[src/rtl/mem_lsu.sv]
// rtl/mem_lsu.sv - load/store unit between EX and the memory bus; optional misalignment trap via MEM_MISALIGN_TRAP_EN
`ifndef AluOpBus
`define AluOpBus   7:0
`endif
`ifndef RegBus
`define RegBus     31:0
`endif
`ifndef RegAddrBus
`define RegAddrBus 4:0
`endif
`ifndef ZeroWord
`define ZeroWord   32'h0000_0000
`endif
`ifndef EX_LB_OP
`define EX_LB_OP   8'b1110_0000
`define EX_LH_OP   8'b1110_0001
`define EX_LW_OP   8'b1110_0011
`define EX_LBU_OP  8'b1110_0100
`define EX_LHU_OP  8'b1110_0101
`define EX_SB_OP   8'b1110_1000
`define EX_SH_OP   8'b1110_1001
`define EX_SW_OP   8'b1110_1011
`endif

module mem_lsu #(
    parameter int ACK_TIMEOUT = 255
) (
    input  logic               clk,
    input  logic               rst,
    input  logic               valid_i,
    input  logic [`AluOpBus]   aluop_i,
    input  logic [`RegBus]     wdata_i,
    input  logic [`RegBus]     reg2_i,
    input  logic [`RegAddrBus] wd_i,
    input  logic               wreg_i,
    output logic               mem_req_o,
    output logic               mem_we_o,
    output logic [31:0]        mem_addr_o,
    output logic [3:0]         mem_sel_o,
    output logic [31:0]        mem_wdata_o,
    input  logic               mem_ack_i,
    input  logic [31:0]        mem_rdata_i,
    output logic [`RegAddrBus] wd_o,
    output logic               wreg_o,
    output logic [`RegBus]     wdata_o,
    output logic               stallreq_o,
    output logic               err_o
);

    typedef enum logic [1:0] {IDLE, BUSY, RESP} state_t;

    localparam logic [7:0] TO_LAST = 8'(ACK_TIMEOUT - 1);

    state_t             state_q, state_d;
    logic [7:0]         cnt_q, cnt_d;
    logic               mem_req_q, mem_req_d;
    logic               mem_we_q, mem_we_d;
    logic [31:0]        mem_addr_q, mem_addr_d;
    logic [3:0]         mem_sel_q, mem_sel_d;
    logic [31:0]        mem_wdata_q, mem_wdata_d;
    logic [`RegAddrBus] wd_q, wd_d;
    logic               wreg_q, wreg_d;
    logic [`RegBus]     wdata_q, wdata_d;
    logic               err_q, err_d;
    logic [`AluOpBus]   op_q, op_d;
    logic [1:0]         off_q, off_d;

    logic        op_byte, op_half, op_word, op_store, op_mem;
    logic [1:0]  off_eff;
    logic        trap_c;
    logic [3:0]  sel_c;
    logic [31:0] st_data_c;
    logic [7:0]  ld_byte;
    logic [15:0] ld_half;
    logic [31:0] ld_data_c;
    logic        ld_q;

    always_comb begin
        op_byte  = (aluop_i == `EX_LB_OP) || (aluop_i == `EX_LBU_OP) || (aluop_i == `EX_SB_OP);
        op_half  = (aluop_i == `EX_LH_OP) || (aluop_i == `EX_LHU_OP) || (aluop_i == `EX_SH_OP);
        op_word  = (aluop_i == `EX_LW_OP) || (aluop_i == `EX_SW_OP);
        op_store = (aluop_i == `EX_SB_OP) || (aluop_i == `EX_SH_OP) || (aluop_i == `EX_SW_OP);
        op_mem   = op_byte || op_half || op_word;
    end

`ifdef MEM_MISALIGN_TRAP_EN
    always_comb begin
        off_eff = wdata_i[1:0];
        trap_c  = (op_half && wdata_i[0]) || (op_word && (wdata_i[1:0] != 2'b00));
    end
`else
    // Misaligned low bits are silently dropped so the access stays naturally aligned.
    always_comb begin
        off_eff = 2'b00;
        if (op_byte)      off_eff = wdata_i[1:0];
        else if (op_half) off_eff = {wdata_i[1], 1'b0};
        trap_c  = 1'b0;
    end
`endif

    always_comb begin
        sel_c     = 4'b1111;
        st_data_c = reg2_i;
        if (op_byte) begin
            sel_c     = 4'b0001 << off_eff;
            st_data_c = {4{reg2_i[7:0]}};
        end else if (op_half) begin
            sel_c     = 4'b0011 << {off_eff[1], 1'b0};
            st_data_c = {2{reg2_i[15:0]}};
        end
    end

    always_comb begin
        ld_byte   = mem_rdata_i[{off_q, 3'b000} +: 8];
        ld_half   = mem_rdata_i[{off_q[1], 4'b0000} +: 16];
        ld_q      = (op_q == `EX_LB_OP) || (op_q == `EX_LBU_OP) || (op_q == `EX_LH_OP) ||
                    (op_q == `EX_LHU_OP) || (op_q == `EX_LW_OP);
        ld_data_c = mem_rdata_i;
        case (op_q)
            `EX_LB_OP:  ld_data_c = {{24{ld_byte[7]}}, ld_byte};
            `EX_LBU_OP: ld_data_c = {24'h000000, ld_byte};
            `EX_LH_OP:  ld_data_c = {{16{ld_half[15]}}, ld_half};
            `EX_LHU_OP: ld_data_c = {16'h0000, ld_half};
            default:    ld_data_c = mem_rdata_i;
        endcase
    end

    always_comb begin
        state_d     = state_q;
        cnt_d       = cnt_q;
        mem_req_d   = mem_req_q;
        mem_we_d    = mem_we_q;
        mem_addr_d  = mem_addr_q;
        mem_sel_d   = mem_sel_q;
        mem_wdata_d = mem_wdata_q;
        wd_d        = wd_q;
        wreg_d      = wreg_q;
        wdata_d     = wdata_q;
        err_d       = 1'b0;
        op_d        = op_q;
        off_d       = off_q;
        stallreq_o  = 1'b0;
        case (state_q)
            IDLE: begin
                if (!valid_i) begin
                    wreg_d = 1'b0;
                end else if (!op_mem) begin
                    wd_d    = wd_i;
                    wreg_d  = wreg_i;
                    wdata_d = wdata_i;
                end else begin
                    stallreq_o = 1'b1;
                    wreg_d     = 1'b0;
                    wd_d       = wd_i;
                    op_d       = aluop_i;
                    off_d      = off_eff;
                    if (trap_c) begin
                        err_d   = 1'b1;
                        state_d = RESP;
                    end else begin
                        state_d     = BUSY;
                        cnt_d       = 8'd0;
                        mem_req_d   = 1'b1;
                        mem_we_d    = op_store;
                        mem_addr_d  = {wdata_i[31:2], 2'b00};
                        mem_sel_d   = sel_c;
                        mem_wdata_d = st_data_c;
                    end
                end
            end
            BUSY: begin
                stallreq_o = 1'b1;
                cnt_d      = cnt_q + 8'd1;
                if (mem_ack_i) begin
                    state_d   = RESP;
                    mem_req_d = 1'b0;
                    mem_we_d  = 1'b0;
                    wd_d      = wd_i;
                    wreg_d    = ld_q && wreg_i;
                    if (ld_q) wdata_d = ld_data_c;
                end else if (cnt_q == TO_LAST) begin
                    state_d   = RESP;
                    mem_req_d = 1'b0;
                    mem_we_d  = 1'b0;
                    wreg_d    = 1'b0;
                    err_d     = 1'b1;
                end
            end
            RESP: begin
                // Result was visible for exactly this cycle; drop wreg so it is not written twice.
                state_d = IDLE;
                cnt_d   = 8'd0;
                wreg_d  = 1'b0;
            end
            default: state_d = IDLE;
        endcase
    end

    always_ff @(posedge clk or negedge rst) begin
        if (!rst) begin
            state_q     <= IDLE;
            cnt_q       <= 8'd0;
            mem_req_q   <= 1'b0;
            mem_we_q    <= 1'b0;
            mem_addr_q  <= `ZeroWord;
            mem_sel_q   <= 4'b0000;
            mem_wdata_q <= `ZeroWord;
            wd_q        <= '0;
            wreg_q      <= 1'b0;
            wdata_q     <= `ZeroWord;
            err_q       <= 1'b0;
            op_q        <= '0;
            off_q       <= 2'b00;
        end else begin
            state_q     <= state_d;
            cnt_q       <= cnt_d;
            mem_req_q   <= mem_req_d;
            mem_we_q    <= mem_we_d;
            mem_addr_q  <= mem_addr_d;
            mem_sel_q   <= mem_sel_d;
            mem_wdata_q <= mem_wdata_d;
            wd_q        <= wd_d;
            wreg_q      <= wreg_d;
            wdata_q     <= wdata_d;
            err_q       <= err_d;
            op_q        <= op_d;
            off_q       <= off_d;
        end
    end

    assign mem_req_o   = mem_req_q;
    assign mem_we_o    = mem_we_q;
    assign mem_addr_o  = mem_addr_q;
    assign mem_sel_o   = mem_sel_q;
    assign mem_wdata_o = mem_wdata_q;
    assign wd_o        = wd_q;
    assign wreg_o      = wreg_q;
    assign wdata_o     = wdata_q;
    assign err_o       = err_q;

endmodule

[config.mk]
export PLATFORM = sky130hd
export DESIGN_NAME = mem_lsu
export DESIGN_NICKNAME = d
export VERILOG_FILES = /design/src/rtl/mem_lsu.sv
export SDC_FILE = /design/constraint.sdc
export NUM_CORES = 1
export LEC_CHECK = 0
export BUFFER_PORTS_ARGS = -buffer_cell sky130_fd_sc_hd__buf_4
export CAP_MARGIN = 20
export CORE_ASPECT_RATIO = 0.9
export CORE_UTILIZATION = 54
export DETAILED_ROUTE_END_ITERATION = 8
export GPL_TIMING_DRIVEN = 0
export MAX_ROUTING_LAYER = met4
export PLACE_DENSITY = 0.86
export REMOVE_ABC_BUFFERS = 1
export SYNTH_ARGS = -nofsm -noshare
export SYNTH_HDL_FRONTEND = slang
export SYNTH_SLANG_ARGS = --single-unit
[constraint.sdc]
create_clock -name clk -period 6.9 [get_ports clk]
set_input_delay 1.725 -clock clk [delete_from_list [all_inputs] [get_ports clk]]
set_output_delay 1.725 -clock clk [all_outputs]
set_load 0.02 [all_outputs]
==> qor_table.md <==
| Metric | Value | Unit |
|---|---|---|
| Wirelength per Cell | 18.3 | um |
| Worst-path cell chain | buf_4 > nand4b_1 > a211oi_2 > nand3_4 > nand2_1 > buf_4 | - |
| Insertion delay to the later sink of the worst-skew pair | 0.42 | ns |
| Sw frac | 0.383 | - |
| Most prevalent standard cell on the critical path | sky130_fd_sc_hd__buf_4 | - |
| Deepest level of the CTS H-tree | 4 | - |
| CP top delay family | simple AND/OR/NAND/NOR gates | - |
| Main area contributors after synthesis | sky130_fd_sc_hd__dfrtp_1 52%, sky130_fd_sc_hd__mux2_2 9.7%, sky130_fd_sc_hd__mux2i_1 5.2% | - |
| Via count of the routed design | 5549 | - |
| Area of the core | 0.0109 | mm2 |
| CP max FO | 22 | - |
| Launch point of the worst path | aluop_i[4] | - |
| Proportion of layout cells with a drive suffix above 1 | 0.398 | - |
| Max-capacitance violation count | 0 | - |
| Slowest stage cell on the critical path | sky130_fd_sc_hd__a211oi_2 | - |
| Initial antenna violation count | 0 | - |
| Maximum clock skew at final layout | 0.00591 | ns |
| Tightest Pin Transition | 1.04 | ns |
| Sum of routed wire length over all layers | 17.6 | mm |
| Stages on the worst setup path | 6 | - |
| Max IR drop VDD | 0.277 | mV |
| Pin count of the biggest net entering global routing | 88 | - |
| Die height | 103 | um |
| Clock network fraction of total power | 0.251 | - |
| Reg-to-reg critical path startpoint | state_q[1]$_DFFE_PN0P_ | - |
| Worst R2R End | wdata_o[15]$_DFFE_PN0P_ | - |
| First-pass GRT wire length | 26.5 | mm |
| Maximum clock insertion buffer count | 2 | - |
| Final-stage net count | 913 | - |
| Number of detailed-route iterations in the first pass | 7 | - |
| Last weighted congestion value of the routability-driven placer | 0.841 | - |
| # resized after CTS | 0 | - |
| Drc violations | 0 | - |
| Synthesized area | 0.00613 | mm2 |
| Endpoint arrival time on the critical path | 3.42 | ns |
| Total track usage | 0.306 | - |
| Remaining max-slew budget at the tightest pin | 0.305 | - |
| Maximum achievable frequency | 0.194 | GHz |
| RSZ-0062 raised after global routing | false | - |
| CP Data Required Time | 5.18 | ns |
| Depth of the worst register-to-register path | 5 | - |
| Primary flip-flop cell chosen by synthesis mapping | sky130_fd_sc_hd__dfrtp_1 | - |
| I/O pin count | 224 | - |
| Kind of end point of the critical path | output pin | - |
| Top cell type by total area after synthesis | sky130_fd_sc_hd__dfrtp_1 | - |
| Clock period minus final worst setup slack | 5.14 | ns |
| Antenna Nets Post-Route | 0 | - |
| Combinational group share of total power | 0.424 | - |
| Post-synth EDFFs | 0 | - |
| Count of hold-fix buffers inserted at cts | 0 | - |
| Proportion of synthesized chip area in sequential cells | 0.519 | - |
| Total congestion overflow after global routing | 0 | - |
| Class of the tightest hold or removal check | reg -> reg | - |
| Gate count of the mapped netlist | 587 | - |
| Post-route clock period utilization | 0.745 | - |
| Total clock buffers created by CTS | 17 | - |
| Class of the most critical setup path | in -> out | - |
| Fillers | 670 | - |
| First DRT Iteration DRCs | 481 | - |
| # clock sinks | 127 | - |
| Count of endpoints failing setup in the final report | 0 | - |
| Placed wire-length estimate | 12.5 | mm |
| Reg power frac | 0.325 | - |
| Diodes inserted | 0 | - |
| Count of warnings emitted by yosys | 0 | - |
| Leakage power of the design | 4.07 | nW |
| Initial core utilization | 0.560 | - |
| FF+latch count, synth | 127 | - |
| Post-route worst hold slack | 0.480 | ns |
| Critical path destination | stallreq_o | - |
| CP peak stage delay | 0.53 | ns |
| Critical path startpoint category | primary input | - |
| Ratio of total power to cell area | 425 | mW/mm2 |
| Total die area | 0.0118 | mm2 |
| Final Hold Fails | 0 | - |
| Clock tree from TritonCTS | done | - |
| R2R Setup Slk | 3.61 | ns |
| Signed area change from the synthesized netlist to the final layout | 39.9 | % |
| Root buf cell | sky130_fd_sc_hd__clkbuf_16 | - |
| Horizontal extent of the die | 114 | um |
| Synthesized area divided by synthesized cell count | 10.4 | um2 |
| Number of global-route vias before repair | 5460 | - |
| Setup_tns | 0 | ns |
| Worst path bufs/invs | 2 | - |
| Count of input and output buffers | 221 | - |
| CTS clk-pin slew, worst paths | 0.05 | ns |
| Async set-or-reset flop fraction in the synthesized netlist | 1.00 | - |
| Library cells used by synthesis | 49 | - |
| Vias per cell | 5.79 | - |
| P_sw | 1.40 | mW |
| Post-CTS Setup Repair Bufs | 0 | - |
| Finished Core Util | 0.783 | - |
| Proportion of netlist area held by the largest area contributor | 0.519 | - |
| Internal power component | 2.25 | mW |
| Site Rows | 36 | - |
| Max Slew Vio Count | 0 | - |
| Outcome | completed | - |
-- metrics by stage --
stage | total power [mW] | setup WS (ns) | area, um2 | std cells
after floorplan | 2.00 | 1.06 | 5970 | 547
after global placement | 2.61 | 0.362 | 7820 | 920
after detailed placement | 2.72 | 1.76 | 7970 | 927
after CTS | 3.64 | 1.76 | 8570 | 959
after global routing | 3.81 | 1.65 | 8570 | 959
final | 3.64 | 1.76 | 8570 | 959
-- layout by cell type, fill, tap and decap left out, drive strengths merged, types with 11 or more instances in the layout --
cell | Yosys | layout
o221ai | 16 | 16
nor2b | 11 | 11
nand2 | 57 | 57
mux2i | 32 | 32
nor2 | 30 | 30
buf | 13 | 228
a21oi | 57 | 57
a21o | 12 | 12
mux2 | 53 | 53
o21ai | 61 | 61
clkbuf | 28 | 21
dfrtp | 127 | 127
nand3 | 13 | 13
-- synthesized netlist by cell type, drive strengths merged, types with 2 or more instances --
master,number
nand3,13
o221ai,16
buf,13
clkbuf,28
o31ai,2
a31oi,2
nand2,57
nand4b,2
mux2i,32
nor3b,8
nor3,4
and2,3
ha,5
a21oi,57
and3,3
a211oi,9
inv,8
nor2,30
nor2b,11
or3,3
o21ai,61
or4,3
nand2b,7
a21o,12
dfrtp,127
mux2,53
nand3b,2
-- registers in the layout, summed over array words and instances, names as in the netlist --
signal / cells
mem_wdata_o: 32
wdata_o: 32
mem_addr_o: 30
cnt_q: 8
op_q: 8
wd_o: 5
mem_sel_o: 4
off_q: 2
state_q: 2
err_o: 1
mem_req_o: 1
mem_we_o: 1
wreg_o: 1
-- worst min path at each step --
stage / from / to / slack, ns / cells after the start
floorplan: op_q[5]$_DFFE_PN0P_ / op_q[5]$_DFFE_PN0P_ / 0.45 / 1
global placement: mem_wdata_o[27]$_DFFE_PN0P_ / mem_wdata_o[27]$_DFFE_PN0P_ / 0.46 / 1
detailed placement: mem_wdata_o[24]$_DFFE_PN0P_ / mem_wdata_o[24]$_DFFE_PN0P_ / 0.47 / 1
CTS: mem_wdata_o[11]$_DFFE_PN0P_ / mem_wdata_o[11]$_DFFE_PN0P_ / 0.48 / 2
global route: mem_wdata_o[8]$_DFFE_PN0P_ / mem_wdata_o[8]$_DFFE_PN0P_ / 0.51 / 2
finish: mem_wdata_o[24]$_DFFE_PN0P_ / mem_wdata_o[24]$_DFFE_PN0P_ / 0.48 / 1
-- worst reg2reg max path, delay by kind of cell, from the launching register on --
| family | cells | cell delay [ns] |
|---|---|---|
| buf+inv | 2 | 0.83 |
| compound gates | 2 | 1.08 |
| flops | 1 | 0.38 |
| fa+ha+maj | 1 | 0.85 |
-- power groups by stage --
stage / logic (mW) / clock network, mW / registers [mW]
final: 1.54 / 0.916 / 1.18
after global routing: 1.64 / 0.957 / 1.21
after CTS: 1.54 / 0.925 / 1.18
after detailed placement: 1.53 / 0 / 1.19
after global placement: 1.45 / 0 / 1.17
after floorplan: 0.541 / 0 / 1.46
-- cell type report --
class / count / area (um2) / area share
tap: 152 / 190 / 0.0222
clock inverter: 11 / 138 / 0.0161
multi-input combinational: 412 / 2790 / 0.325
inverter: 8 / 30.0 / 0.00350
clock buffer: 21 / 470 / 0.0549
timing repair buffer: 228 / 1780 / 0.207
sequential: 127 / 3180 / 0.371
-- layer usage --
layer | up-vias | GRT usage | wire (um)
li1 | 2538 | - | -
met1 | 2678 | 0.347 | 6950
met2 | 299 | 0.520 | 8760
met3 | 34 | 0.0800 | 1500
met4 | 0 | 0.125 | 353
met5 | - | - | 0
-- logic make-up (layout without fill, tap and decap cells) --
kind of cell | count (synthesis) | after routing | share of synthesized area
buffers and inverters | 49 | 268 | 0.0321
AOI/OAI and AO/OA | 171 | 171 | 0.169
muxes | 85 | 85 | 0.150
DFF | 127 | 127 | 0.519
and+or+nand+nor | 149 | 149 | 0.119
other | 1 | 2 | 0.000612
adders and majority gates | 5 | 5 | 0.0102
(Power assumes the default switching activity.)
